## config.mk

```make
export PLATFORM = sky130hd
export DESIGN_NAME = rx_skid_sink
export DESIGN_NICKNAME = d
export VERILOG_FILES = /design/src/rtl/rx_pkg.sv /design/src/rtl/rx_sync_fifo.sv /design/src/rtl/rx_skid_sink.sv
export SDC_FILE = /design/constraint.sdc
export NUM_CORES = 1
export LEC_CHECK = 0
export CAP_MARGIN = 10
export CORE_ASPECT_RATIO = 1.4
export CORE_MARGIN = 2
export CORE_UTILIZATION = 68
export DETAILED_ROUTE_END_ITERATION = 6
export DONT_BUFFER_PORTS = 1
export GPL_ROUTABILITY_DRIVEN = 0
export PLACE_DENSITY = 0.88
export SYNTH_ARGS = -nofsm -noshare
export SYNTH_HDL_FRONTEND = slang
export SYNTH_SLANG_ARGS = --single-unit
```

## constraint.sdc

```tcl
create_clock -name clk -period 13.2 [get_ports clk]
set_clock_uncertainty 0.15 [all_clocks]
set_input_delay 0 -clock clk [delete_from_list [all_inputs] [get_ports clk]]
set_output_delay 0 -clock clk [all_outputs]
set_load 0.1 [all_outputs]
```

## src/rtl/rx_pkg.sv

```systemverilog
// Shared definitions for the rx_skid_sink receive endpoint: payload width,
// pointer-width helper and payload type.
package rx_pkg;

  localparam int DATA_W    = 32;
  localparam int DEPTH_DEF = 8;
  localparam int PTR_W_DEF = $clog2(DEPTH_DEF);

  typedef logic [DATA_W-1:0] data_t;

  // Address bits needed for a power-of-two FIFO; the caller adds the wrap bit.
  function automatic int ptr_w(input int depth);
    return $clog2(depth);
  endfunction

endpackage

```

## src/rtl/rx_sync_fifo.sv

```systemverilog
// Synchronous FIFO with wrap-bit pointers; a push and a pop in the same cycle
// are both performed, so a full FIFO can accept a word while it pops.
module rx_sync_fifo #(
  parameter int DATA_W = rx_pkg::DATA_W,
  parameter int DEPTH  = rx_pkg::DEPTH_DEF
) (
  input  logic                          clk,
  input  logic                          rst,
  input  logic                          push,
  input  logic [DATA_W-1:0]             push_data,
  input  logic                          pop,
  output logic [DATA_W-1:0]             pop_data,
  output logic                          full,
  output logic                          empty,
  output logic [rx_pkg::ptr_w(DEPTH):0] count
);
  import rx_pkg::*;

  localparam int AW = ptr_w(DEPTH);

  logic [AW:0]       wr_ptr_r;
  logic [AW:0]       rd_ptr_r;
  logic [DATA_W-1:0] mem_r [DEPTH];

  // Pointer update; reset flushes all stored words
  always_ff @(posedge clk) begin
    if (rst) begin
      wr_ptr_r <= {(AW+1){1'b0}};
      rd_ptr_r <= {(AW+1){1'b0}};
    end else begin
      if (push) wr_ptr_r <= wr_ptr_r + (AW+1)'(1);
      if (pop)  rd_ptr_r <= rd_ptr_r + (AW+1)'(1);
    end
  end

  // Storage write; the head is read before this edge, so push-on-pop at full is safe
  always_ff @(posedge clk) begin
    if (push) mem_r[wr_ptr_r[AW-1:0]] <= push_data;
  end

  assign pop_data = mem_r[rd_ptr_r[AW-1:0]];
  assign full     = (wr_ptr_r[AW-1:0] == rd_ptr_r[AW-1:0]) && (wr_ptr_r[AW] != rd_ptr_r[AW]);
  assign empty    = (wr_ptr_r == rd_ptr_r);
  assign count    = wr_ptr_r - rd_ptr_r;

endmodule

```

## src/rtl/rx_skid_sink.sv

```systemverilog
// Ready-latency tolerant receive sink with skid FIFO and rate-limited drain.
// Optional RX_SKID_SINK_STATS_EN adds rx_count / drop_count outputs.
module rx_skid_sink #(
  parameter int DATA_W    = rx_pkg::DATA_W,
  parameter int DEPTH     = 8,
  parameter int SKID      = 2,
  parameter int DRAIN_DIV = 4
) (
  input  logic              clk,
  input  logic              rst,
  input  logic [DATA_W-1:0] data,
  input  logic              valid,
  output logic              ready,
  output logic [DATA_W-1:0] data_show,
  output logic              overflow
`ifdef RX_SKID_SINK_STATS_EN
  ,
  output logic [15:0]       rx_count,
  output logic [7:0]        drop_count
`endif
);
  import rx_pkg::*;

  localparam int AW = ptr_w(DEPTH);
  localparam int CW = (DRAIN_DIV > 1) ? $clog2(DRAIN_DIV) : 1;

  logic              full_s;
  logic              empty_s;
  logic              push_s;
  logic              pop_s;
  logic              drop_s;
  logic [AW:0]       count_s;
  logic [AW:0]       count_next_s;
  logic [AW:0]       free_next_s;
  logic [DATA_W-1:0] head_s;
  logic [CW-1:0]     div_r;

  rx_sync_fifo #(.DATA_W(DATA_W), .DEPTH(DEPTH)) u_fifo (
    .clk       (clk),
    .rst       (rst),
    .push      (push_s),
    .push_data (data),
    .pop       (pop_s),
    .pop_data  (head_s),
    .full      (full_s),
    .empty     (empty_s),
    .count     (count_s)
  );

  // Push/pop decisions and next-cycle free space; ready does not gate the write
  always_comb begin
    pop_s        = !empty_s && (div_r == CW'(DRAIN_DIV - 1));
    push_s       = valid && (!full_s || pop_s);
    drop_s       = valid && !push_s;
    count_next_s = count_s + {{AW{1'b0}}, push_s} - {{AW{1'b0}}, pop_s};
    free_next_s  = (AW+1)'(DEPTH) - count_next_s;
  end

  // Ready, drain divider, display register and sticky overflow
  always_ff @(posedge clk) begin
    if (rst) begin
      ready     <= 1'b0;
      div_r     <= {CW{1'b0}};
      data_show <= {DATA_W{1'b0}};
      overflow  <= 1'b0;
    end else begin
      ready <= (free_next_s > (AW+1)'(SKID));
      if (empty_s || (div_r == CW'(DRAIN_DIV - 1))) begin
        div_r <= {CW{1'b0}};
      end else begin
        div_r <= div_r + CW'(1);
      end
      if (pop_s)  data_show <= head_s;
      if (drop_s) overflow  <= 1'b1;
    end
  end

`ifdef RX_SKID_SINK_STATS_EN
  // Accepted count wraps, dropped count saturates
  always_ff @(posedge clk) begin
    if (rst) begin
      rx_count   <= 16'd0;
      drop_count <= 8'd0;
    end else begin
      if (push_s) rx_count <= rx_count + 16'd1;
      if (drop_s && (drop_count != 8'hFF)) drop_count <= drop_count + 8'd1;
    end
  end
`endif

endmodule

```

==> metrics.yaml, run 1 <==
critical_path:
  reg2reg_depth: 13
  cp_max_fo: 68
  critical-path-slowest-cell: "dfxtp_4"
  cp-start-kind: "flop"
  worst-path-buf-inv: 3
  cp.arrival_ns: 5.32
  cp-end-kind: "flop"
  path_cells: "inv_1, ha_1, inv_1, o41a_4, fa_1, fa_1, ha_1, inv_1, fa_1, xor2_1, xnor2_1, xnor2_1, a31oi_1"
  cp_num_cells: 13
  max_stage_delay_ns: 1.00
  crit_family: "adder cells"
  setup.worst_path.class: "flop to flop"
  required_ns: 13.45
global_routing:
  grt_pass1_vias: 5872
  grt_overflow_total: 0
  antenna_found_initial: 0
  grt_pass1_wl_mm: 33.7
  grt_max_degree: 69
  grt_usage_pct: 25.7
power_and_ir_drop:
  switching_share_pct: 19.6
  leakagePower_nw: 3.96
  clockPowerShare_pct: 39.7
  power.density_mw_per_mm2: 146
  power_frac_comb_pct: 4.0
  internal-power_mw: 1.52
  p_sw_uw: 371
  vdd.ir_drop.worst_uv: 122
  total_power_mw: 1.89
  pwr-share-seq_pct: 56.2
synthesis:
  yosys.area.top_type: "edfxtp_1"
  yosysMostFrequentCell: "edfxtp_1"
  ys_warn_count: 0
  postSynthRegisterBits: 300
  ys_top_cells_by_count: "256 x edfxtp_1, 64 x mux4_2, 44 x dfxtp_1, 44 x nor2_1, 34 x mux2i_1"
  synth_nets: 604
  avgSynthCellArea_um2: 20.6
  synth.cell_area_mm2: 0.0116
  seq_area_frac_synth_pct: 74.2
  synth_top_area_share_pct: 66.5
  ys_types: 36
  synth_ff_type: "edfxtp_1"
  synth_top_cells_by_area: "edfxtp_1 67%, mux4_2 12%, dfxtp_1 7.6%, a211oi_2 3.1%, mux2i_1 2.9%"
  synthArstFlopShare_pct: 0
  syn_inst: 560
  synth_edf_count: 256
floorplan:
  die_h_um: 158
  start_util_pct: 69.3
  row_count: 56
  core-area_mm2: 0.0167
  dieArea_mm2: 0.0181
  fp.dieW_um: 114
  io_pins: 69
layout:
  multiInputGateArea_mm2: 0.00284
  area_growth_pct: 12.4
  drive_above_1_share_pct: 24.9
  nets: 644
  diodes: 0
  seq_area_mm2: 0.00858
  nFillCells: 813
hold_path:
  hp-class: "input port to flop"
  hold_depth: 1
timing:
  period_share_pct: 38.4
  hold_viol: 0
  final-setup-viol-count: 0
  worstMarginPinSlew_ns: 1.23
  slew_headroom_pct: 17.9
  hold_ws_ns: 0.141
  max_freq_ghz: 0.197
  rsz0062_at_grt: "no"
  slew_viol_final: 0
  tns_ns: 0
  fin_ws_ns: 8.13
  fin_crit_ns: 5.07
cts:
  clock_sinks: 300
  cts.clk_slew.worst_paths_ns: 0.06
  post-cts-setup-buffers: 0
  cts_tree: "built"
  insertion_delay_ns: 0.52
  cts_made_buffers: 26
  cts-root-buf: "clkbuf_16"
  clk_path_buf_depth: 3
  htreeDepth: 1
routing:
  drtAntennaViolNets: 0
  vias_per_cell: 6.71
  dr.pass1.iters: 5
  drt_wl_total_mm: 22.3
  drt_iter0_drc: 520
  wire_per_inst_um: 27.1
  vias: 5514
  remaining_drc_errors: 0
placement:
  port_buffers: 0
  place_ws_ns: 8.15
  dpl.hpwl_mm: 11.3
job:
  cap_violations: 0
status:
  status: "completed"
## state kept, by name, summed over array words and instances, names as in the netlist
signal / flops
u_fifo.mem_r: 256
data_show: 32
u_fifo.rd_ptr_r: 4
u_fifo.wr_ptr_r: 4
div_r: 2
overflow: 1
ready: 1
## layout by cell type, fill, tap and decap left out, drive strengths merged, types with 8 or more instances in the layout
cell type	netlist	routed
edfxtp	256	256
mux4	64	64
dfxtp	44	44
nor2	44	44
dlygate4sd3	0	35
mux2i	34	34
clkbuf	12	34
a211oi	32	32
clkinv	0	10
inv	8	8
buf	19	8
## final timing paths
| path | from | endpoint | slack (ns) |
|---|---|---|---|
| worst max-delay path | u_fifo.rd_ptr_r[2]$_SDFFE_PP0P_ | ready$_SDFF_PP0_ | 8.13 |
| worst min-delay path | data[14] | u_fifo.mem_r[3][14]$_DFFE_PP_ | 0.14 |
| worst max register to register | u_fifo.rd_ptr_r[2]$_SDFFE_PP0P_ | ready$_SDFF_PP0_ | 8.13 |
| worst min register to register | div_r[0]$_SDFF_PP0_ | div_r[0]$_SDFF_PP0_ | 0.29 |
## power by group through the flow
stage / logic [mW] / clock network [mW] / registers, mW
after floorplan: 0.0408 / 0 / 1.08
after global placement: 0.0508 / 0 / 1.08
after detailed placement: 0.0534 / 0 / 1.09
after CTS: 0.0766 / 0.759 / 1.07
after global routing: 0.0825 / 0.795 / 1.07
final: 0.0764 / 0.752 / 1.07
## cells by family after synthesis
kind of cell / share of synthesized area (%)
buf+inv: 1.78
xor+xnor: 0.812
mux: 15.6
flops: 74.2
fa+ha+maj: 1.17
compound gates: 4.03
simple gates: 2.41
## layout make-up
cell class	instances	area share [%]
inverters	8	0.231
multi-input cells	221	21.8
clock buffers	34	5.56
well taps	203	1.96
flip-flops and latches	300	66.0
repair buffers	43	3.34
clock inverters	13	1.03
## timing repair
item,CTS,global route
hold buffers,36,0
resized for setup,0,0
endpoints found under the hold margin,312,0
## metal layers
metal  up-vias  GRT usage (%)  routed length, µm
met2       297           42.5              11700
met5         -              0                  0
met3        65           5.28               1890
met4         0           13.1                878
li1       2343              -                  -
met1      2809           32.6               7830
## metrics by stage
stage	area [µm²]	instances	util [%]
2_1_floorplan	11600	560	-
3_3_place_gp	11700	738	70.4
3_5_place_dp	11700	738	70.4
4_1_cts	13000	821	77.8
5_1_grt	13000	822	77.9
6_report	13000	822	77.9
Power figures use the tool's default switching activity.
==> run 2, diff against run 1 <==
--- a/config.mk
+++ b/config.mk
@@ -8,11 +8,11 @@
 export CAP_MARGIN = 10
 export CORE_ASPECT_RATIO = 1.4
 export CORE_MARGIN = 2
-export CORE_UTILIZATION = 68
+export CORE_UTILIZATION = 63
 export DETAILED_ROUTE_END_ITERATION = 6
 export DONT_BUFFER_PORTS = 1
 export GPL_ROUTABILITY_DRIVEN = 0
-export PLACE_DENSITY = 0.88
+export PLACE_DENSITY = 0.83
 export SYNTH_ARGS = -nofsm -noshare
 export SYNTH_HDL_FRONTEND = slang
 export SYNTH_SLANG_ARGS = --single-unit
==> constraint.sdc (replaced) <==
create_clock -name clk -period 5.3 [get_ports clk]
set_clock_uncertainty 0.15 [all_clocks]
set_input_delay 0 -clock clk [delete_from_list [all_inputs] [get_ports clk]]
set_output_delay 0 -clock clk [all_outputs]
set_load 0.1 [all_outputs]
==> run 2 against run 1 <==
Net effect:
- routed wire length fell by 0.93%
- clock power rose to 2.5 times the previous value
- register-to-register slack got worse by 6.6 ns
- hold slack got worse by 0.0075 ns
- sequential power rose by 150%
- critical path depth fell by 2
- sequential share of layout area fell by 0.30 points
- final cell count rose by 4.7%
- maximum frequency rose by 35%
- first-iteration DRC count rose by 5.8%
- critical endpoint unchanged
- largest cell class unchanged
==> metrics.yaml, run 2 (synthesis gave the netlist of run 1 again) <==
critical_path:
  setup.worst_path.class: "flop to flop"
  cp-start-kind: "flop"
  cp.arrival_ns: 4.01  # -1.31 ns
  required_ns: 5.56  # -7.89 ns
  cp-end-kind: "flop"
  cp_max_fo: 28  # -59%
routing:
  dr.pass1.iters: 5  # unchanged
  drtAntennaViolNets: 0  # unchanged
  remaining_drc_errors: 0  # unchanged
  vias: 5477  # -0.67%
  drt_wl_total_mm: 22.1  # -0.93%
  drt_iter0_drc: 550  # +5.8%
  wire_per_inst_um: 25.6  # -5.4%
  vias_per_cell: 6.36  # -5.2%
global_routing:
  antenna_found_initial: 0  # unchanged
  grt_pass1_vias: 5963  # +1.5%
  grt_usage_pct: 23.5  # -2.2 points
  grt_pass1_wl_mm: 34.2  # +1.4%
  grt_overflow_total: 0  # unchanged
  grt_max_degree: 68  # -1.4%
cts:
  post-cts-setup-buffers: 0  # unchanged
  htreeDepth: 1  # unchanged
  cts_made_buffers: 26  # unchanged
  ctsHoldBuffers: 36  # unchanged
  ctsResizeCount: 0  # unchanged
  clk_path_buf_depth: 3  # unchanged
  clock_sinks: 300  # unchanged
  cts_tree: "built"
  cts.clk_slew.worst_paths_ns: 0.07  # about the same
  cts-root-buf: "clkbuf_16"
  insertion_delay_ns: 0.53  # about the same
floorplan:
  dieArea_mm2: 0.0195  # +7.7%
  row_count: 58  # +3.6%
  fp.dieW_um: 118  # +3.8%
  die_h_um: 164  # +3.8%
  start_util_pct: 64.2  # -5.1 points
  io_pins: 69  # unchanged
  core-area_mm2: 0.0180  # +7.9%
layout:
  nets: 645  # +0.16%
  final_area_mm2: 0.0130  # +0.43%
  largest_reg_flops: 256  # unchanged
  diodes: 0  # unchanged
  nFillCells: 1041  # +28%
  drive_above_1_share_pct: 25.1  # +0.24 points
  layout_commonest_cell: "edfxtp_1"
  utilization_pct: 72.5  # -5.4 points
  area_growth_pct: 12.9
  layout_common_cells: "256 x edfxtp_1, 64 x mux4_2, 41 x dfxtp_1, 40 x nor2_1, 35 x dlygate4sd3_1"
status:
  status: "completed"
power_and_ir_drop:
  clockPowerShare_pct: 40.0  # +0.3 points
  total_power_mw: 4.74  # +150%
  power.density_mw_per_mm2: 363  # +150%
  vdd.ir_drop.worst_uv: 329  # +170%
  power_frac_comb_pct: 4.0  # about the same
  leakagePower_nw: 3.97  # +0.11%
  switching_share_pct: 20.1  # +0.46 points
  pwr-share-seq_pct: 56.0  # -0.2 points
  internal-power_mw: 3.79  # +150%
  p_sw_uw: 950  # +160%
job:
  cap_violations: 0  # unchanged
timing:
  worstMarginPinSlew_ns: 1.22  # -0.00668 ns
  slew_viol_final: 0  # unchanged
  fin_crit_ns: 3.75  # -1.32 ns
  tns_ns: 0  # unchanged
  max_freq_ghz: 0.267  # +35%
  slew_headroom_pct: 18.4  # +0.45 points
  period_share_pct: 70.7  # +32 points
  rsz0062_at_grt: "no"
  final-setup-viol-count: 0  # unchanged
  hold_viol: 0  # unchanged
  fin_ws_ns: 1.55  # -6.58 ns
placement:
  dpl.hpwl_mm: 11.1  # -1.7%
  placed_area_mm2: 0.0118  # +0.50%
  port_buffers: 0  # unchanged
  place_ws_ns: 1.52  # -6.63 ns
hold_path:
  hp-class: "input port to flop"
## run 2: cell count changes in the layout (fill, tap and decap cells not counted), sizes merged
cell	before	now
clkinv	10	8
clkinvlp	0	1
buf	8	9
bufinv	3	2
clkbuf	34	37
## run 2: per-layer routing
layer / GRT usage [%] / share of wire (%) / routed length, µm
met5: 0 / 0 / 0
met4: 9.25 / 2.5 / 552
met3: 3.78 / 5.8 / 1280
met2: 41.2 / 53 / 11800
met1: 29.8 / 38 / 8430
## run 2: metrics by stage
step,std cells,hold WS [ns]
after floorplan,560,-0.0511
after global placement,777,-0.0782
after detailed placement,777,-0.0775
after CTS,861,0.120
after global routing,861,0.154
final,861,0.133
## run 2: critical path: stages, from the launching register on
cell and delay (ns):
dfxtp_4 0.72, xor2_2 0.23, o41a_4 0.41, fa_1 0.41, fa_1 0.50, ha_1 0.15, inv_1 0.05, fa_1 0.39
xor2_1 0.17, xnor2_1 0.20, xnor2_1 0.14, a31oi_1 0.09
## run 2: power groups by stage
stage	registers, mW	clock network [mW]	logic (mW)
floorplan	2.70	0	0.102
global placement	2.70	0	0.127
detailed placement	2.70	0	0.133
CTS	2.65	1.92	0.191
global route	2.66	2.00	0.205
finish	2.65	1.90	0.190
## run 2: path summary, 6_finish.rpt
| check | startpoint | endpoint | cells past startpoint | slack [ns] |
|---|---|---|---|---|
| max | u_fifo.rd_ptr_r[1]$_SDFFE_PP0P_ | ready$_SDFF_PP0_ | 11 | 1.55 |
| min | data[30] | u_fifo.mem_r[0][30]$_DFFE_PP_ | 1 | 0.13 |
| max reg2reg | u_fifo.rd_ptr_r[1]$_SDFFE_PP0P_ | ready$_SDFF_PP0_ | 11 | 1.55 |
| min reg2reg | div_r[0]$_SDFF_PP0_ | div_r[0]$_SDFF_PP0_ | 1 | 0.29 |
## run 2: cell type report
cell class	count	area [µm²]	share of cell area, %
Inverter	8	30.0	0.230
Timing Repair Buffer	44	438	3.36
Clock inverter	11	101	0.777
Tap cell	240	300	2.30
Clock buffer	37	763	5.85
Multi-Input combinational cell	221	2840	21.7
Sequential cell	300	8570	65.7
==> run 3, diff against run 2 <==
--- a/config.mk
+++ b/config.mk
@@ -5,6 +5,7 @@
 export SDC_FILE = /design/constraint.sdc
 export NUM_CORES = 1
 export LEC_CHECK = 0
+export ABC_AREA = 1
 export CAP_MARGIN = 10
 export CORE_ASPECT_RATIO = 1.4
 export CORE_MARGIN = 2
==> constraint.sdc (replaced) <==
create_clock -name clk -period 3.91 [get_ports clk]
set_clock_uncertainty 0.15 [all_clocks]
set_input_delay 0 -clock clk [delete_from_list [all_inputs] [get_ports clk]]
set_output_delay 0 -clock clk [all_outputs]
set_load 0.1 [all_outputs]
==> run 3 against run 2 <==
Net effect:
- final cell count is 73% higher
- routed wire length is 21% higher
- combinational power is 30% higher
- largest cell class unchanged
- final area is 6.6% higher
- sequential share of layout area is 4.1 points lower
- critical endpoint unchanged
- global-route usage is 2.6 points higher
==> metrics.yaml, run 3 <==
placement:
  dpl.hpwl_mm: 14.1  # +27%
  place_ws_ns: 0.415  # -1.11 ns
  port_buffers: 0  # unchanged
hold_path:
  hold_depth: 3  # +2
  hp-class: "input port to flop"
  holdCritStartpoint: "valid"
power_and_ir_drop:
  total_power_mw: 6.45  # +36%
  leakagePower_nw: 5.42  # +37%
  power.density_mw_per_mm2: 464  # +28%
  vdd.ir_drop.worst_uv: 410  # +25%
timing:
  slew_headroom_pct: 20.6  # +2.2 points
  slew_viol_final: 0  # unchanged
  worstMarginPinSlew_ns: 1.19  # -0.0304 ns
  fin_crit_ns: 3.53  # -0.218 ns
  final-setup-viol-count: 0  # unchanged
  tns_ns: 0  # unchanged
  period_share_pct: 90.3  # +20 points
  rsz0062_at_grt: "no"
  fin_ws_ns: 0.379  # -1.17 ns
  hold_ws_ns: 0.0571  # -0.0762 ns
  max_freq_ghz: 0.283  # +6.2%
  hold_viol: 0  # unchanged
critical_path:
  r2r_start: "u_fifo.wr_ptr_r[2]$_SDFFE_PP0P_"
  crit_start: "u_fifo.wr_ptr_r[2]$_SDFFE_PP0P_"
  required_ns: 4.21  # -1.35 ns
  cp-start-kind: "flop"
  reg2reg_depth: 15  # +4
  cp-end-kind: "flop"
  cp.arrival_ns: 3.83  # -0.18 ns
  r2r_slack_ns: 0.38  # -1.17 ns
  setup.worst_path.class: "flop to flop"
  cp_max_fo: 7  # -75%
layout:
  drive_above_1_share_pct: 7.25  # -18 points
  layout_common_cells: "329 x nor2_1, 280 x nand2_1, 256 x edfxtp_1, 68 x o21ai_0, 44 x inv_1"
  layout_commonest_cell: "nor2_1"
  area_growth_pct: 11.9
  nets: 1264  # +96%
  largest_reg_flops: 256  # unchanged
  seq_area_mm2: 0.00857  # about the same
  utilization_pct: 72.0  # -0.42 points
  multiInputGateArea_mm2: 0.00342  # +20%
  nFillCells: 1239  # +19%
routing:
  dr.pass1.iters: 5  # unchanged
  drtAntennaViolNets: 0  # unchanged
  vias_per_cell: 5.57  # -12%
  drt_iter0_drc: 824  # +50%
  drt_wl_total_mm: 26.7  # +21%
  remaining_drc_errors: 0  # unchanged
  vias: 8305  # +52%
  wire_per_inst_um: 17.9  # -30%
synthesis:
  ys_top_cells_by_count: "334 x nor2_1, 280 x nand2_1, 256 x edfxtp_1, 68 x o21ai_0, 45 x inv_1"
  synth_top_cells_by_area: "edfxtp_1 62%, nor2_1 10%, nand2_1 8.5%, dfxtp_1 7.1%, o21ai_0 2.7%"
  seq_area_frac_synth_pct: 68.9  # -5.2 points
  avgSynthCellArea_um2: 10.4  # -50%
  syn_inst: 1200  # +110%
  synth_top_area_share_pct: 61.9  # -4.7 points
  ys_types: 30  # -17%
  synth.cell_area_mm2: 0.0124  # +7.5%
  yosysMostFrequentCell: "nor2_1"
  synth_nets: 1244  # +110%
  postSynthRegisterBits: 300  # unchanged
  ys_warn_count: 0  # unchanged
  synth_edf_count: 256  # unchanged
  yosys.area.top_type: "edfxtp_1"
  synth_ff_type: "edfxtp_1"
  synthArstFlopShare_pct: 0  # unchanged
job:
  cap_violations: 0  # unchanged
floorplan:
  row_count: 60  # +3.4%
  dieArea_mm2: 0.0209  # +7.3%
  core-area_mm2: 0.0193  # +7.2%
  die_h_um: 170  # +3.6%
  io_pins: 69  # unchanged
  start_util_pct: 64.4  # +0.21 points
  fp.dieW_um: 123  # +3.6%
cts:
  cts.clk_slew.worst_paths_ns: 0.07  # about the same
  htreeDepth: 1  # unchanged
  cts-root-buf: "clkbuf_16"
  ctsResizeCount: 0  # unchanged
  cts_made_buffers: 28  # +7.7%
  clock_sinks: 300  # unchanged
  clk_path_buf_depth: 3  # unchanged
  post-cts-setup-buffers: 0  # unchanged
  cts_tree: "built"
  insertion_delay_ns: 0.54  # about the same
global_routing:
  grt_usage_pct: 26.1  # +2.6 points
  grt_overflow_total: 0  # unchanged
  antenna_found_initial: 1  # +1
  grt_pass1_vias: 8400  # +41%
  grt_pass1_wl_mm: 41.8  # +22%
  grt_max_degree: 129  # +90%
status:
  status: "completed"
run 3: cell count changes after synthesis, moves of 34 or more:
cell | before | now
inv_1 | 8 | 45
mux2i_1 | 34 | 0
mux4_2 | 64 | 0
nand2_1 | 4 | 280
nor2_1 | 44 | 334
o21ai_0 | 1 | 68
run 3: cell type report:
cell class | count | area share [%]
flip-flops and latches | 300 | 61.7
repair buffers | 54 | 3.82
clock buffers | 40 | 5.59
well taps | 248 | 2.23
inverters | 48 | 1.30
diodes | 1 | 0.0180
multi-input cells | 788 | 24.6
clock inverters | 12 | 0.801
run 3: per-layer routing:
layer | GRT usage (%) | share of wire (%) | vias to the layer above
met1 | 30.9 | 37 | 3963
met2 | 46.8 | 53 | 331
met4 | 11.5 | 3.3 | 0
met5 | 0 | 0 | -
met3 | 3.62 | 6.5 | 62
li1 | - | - | 3949
run 3: worst paths after layout:
path                                          end
setup / recovery                 ready$_SDFF_PP0_
hold / removal    u_fifo.wr_ptr_r[3]$_SDFFE_PP0P_
setup reg to reg                 ready$_SDFF_PP0_
hold reg to reg               div_r[0]$_SDFF_PP0_
run 3: critical path: stages (launching register included):
cell and delay (ns):
dfxtp_1 0.47, ha_1 0.35, nand3_2 0.12, nor2_4 0.05, nand2_1 0.17, nand2_2 0.11, fa_1 0.45, fa_1 0.50
ha_1 0.14, inv_1 0.05, fa_1 0.41, nand3b_1 0.21, nand3b_1 0.10, nand3_1 0.07, nand2_1 0.06, inv_1 0.03
run 3: cells by family (layout without fill, tap and decap cells):
kind of cell | Yosys count | in the layout | synth area share [%]
DFF | 300 | 300 | 68.9
and+or+nand+nor | 669 | 669 | 21.3
adders and majority gates | 9 | 9 | 1.09
xor gates and xnor gates | 6 | 6 | 0.423
other | 0 | 1 | 0
buffers and inverters | 112 | 154 | 3.99
AOI/OAI and AO/OA | 104 | 104 | 4.21
run 3: what timing repair did:
item	4_1_cts	5_1_grt
hold endpoints to repair	310	0
setup endpoints to repair	0	0
hold buffers	35	0
run 3: stage by stage:
| step | cell area (µm²) | std cells |
|---|---|---|
| after floorplan | 12400 | 1200 |
| after global placement | 12700 | 1403 |
| after detailed placement | 12700 | 1403 |
| after CTS | 13900 | 1490 |
| after global routing | 13900 | 1491 |
| final | 13900 | 1491 |
run 3: power by group:
part | internal, mW | switching [mW] | total (mW) | leakage (nW)
clock network | 1.51 | 1.11 | 2.63 | 0.438
logic | 0.0778 | 0.169 | 0.247 | 2.30
registers | 3.54 | 0.0388 | 3.58 | 2.68
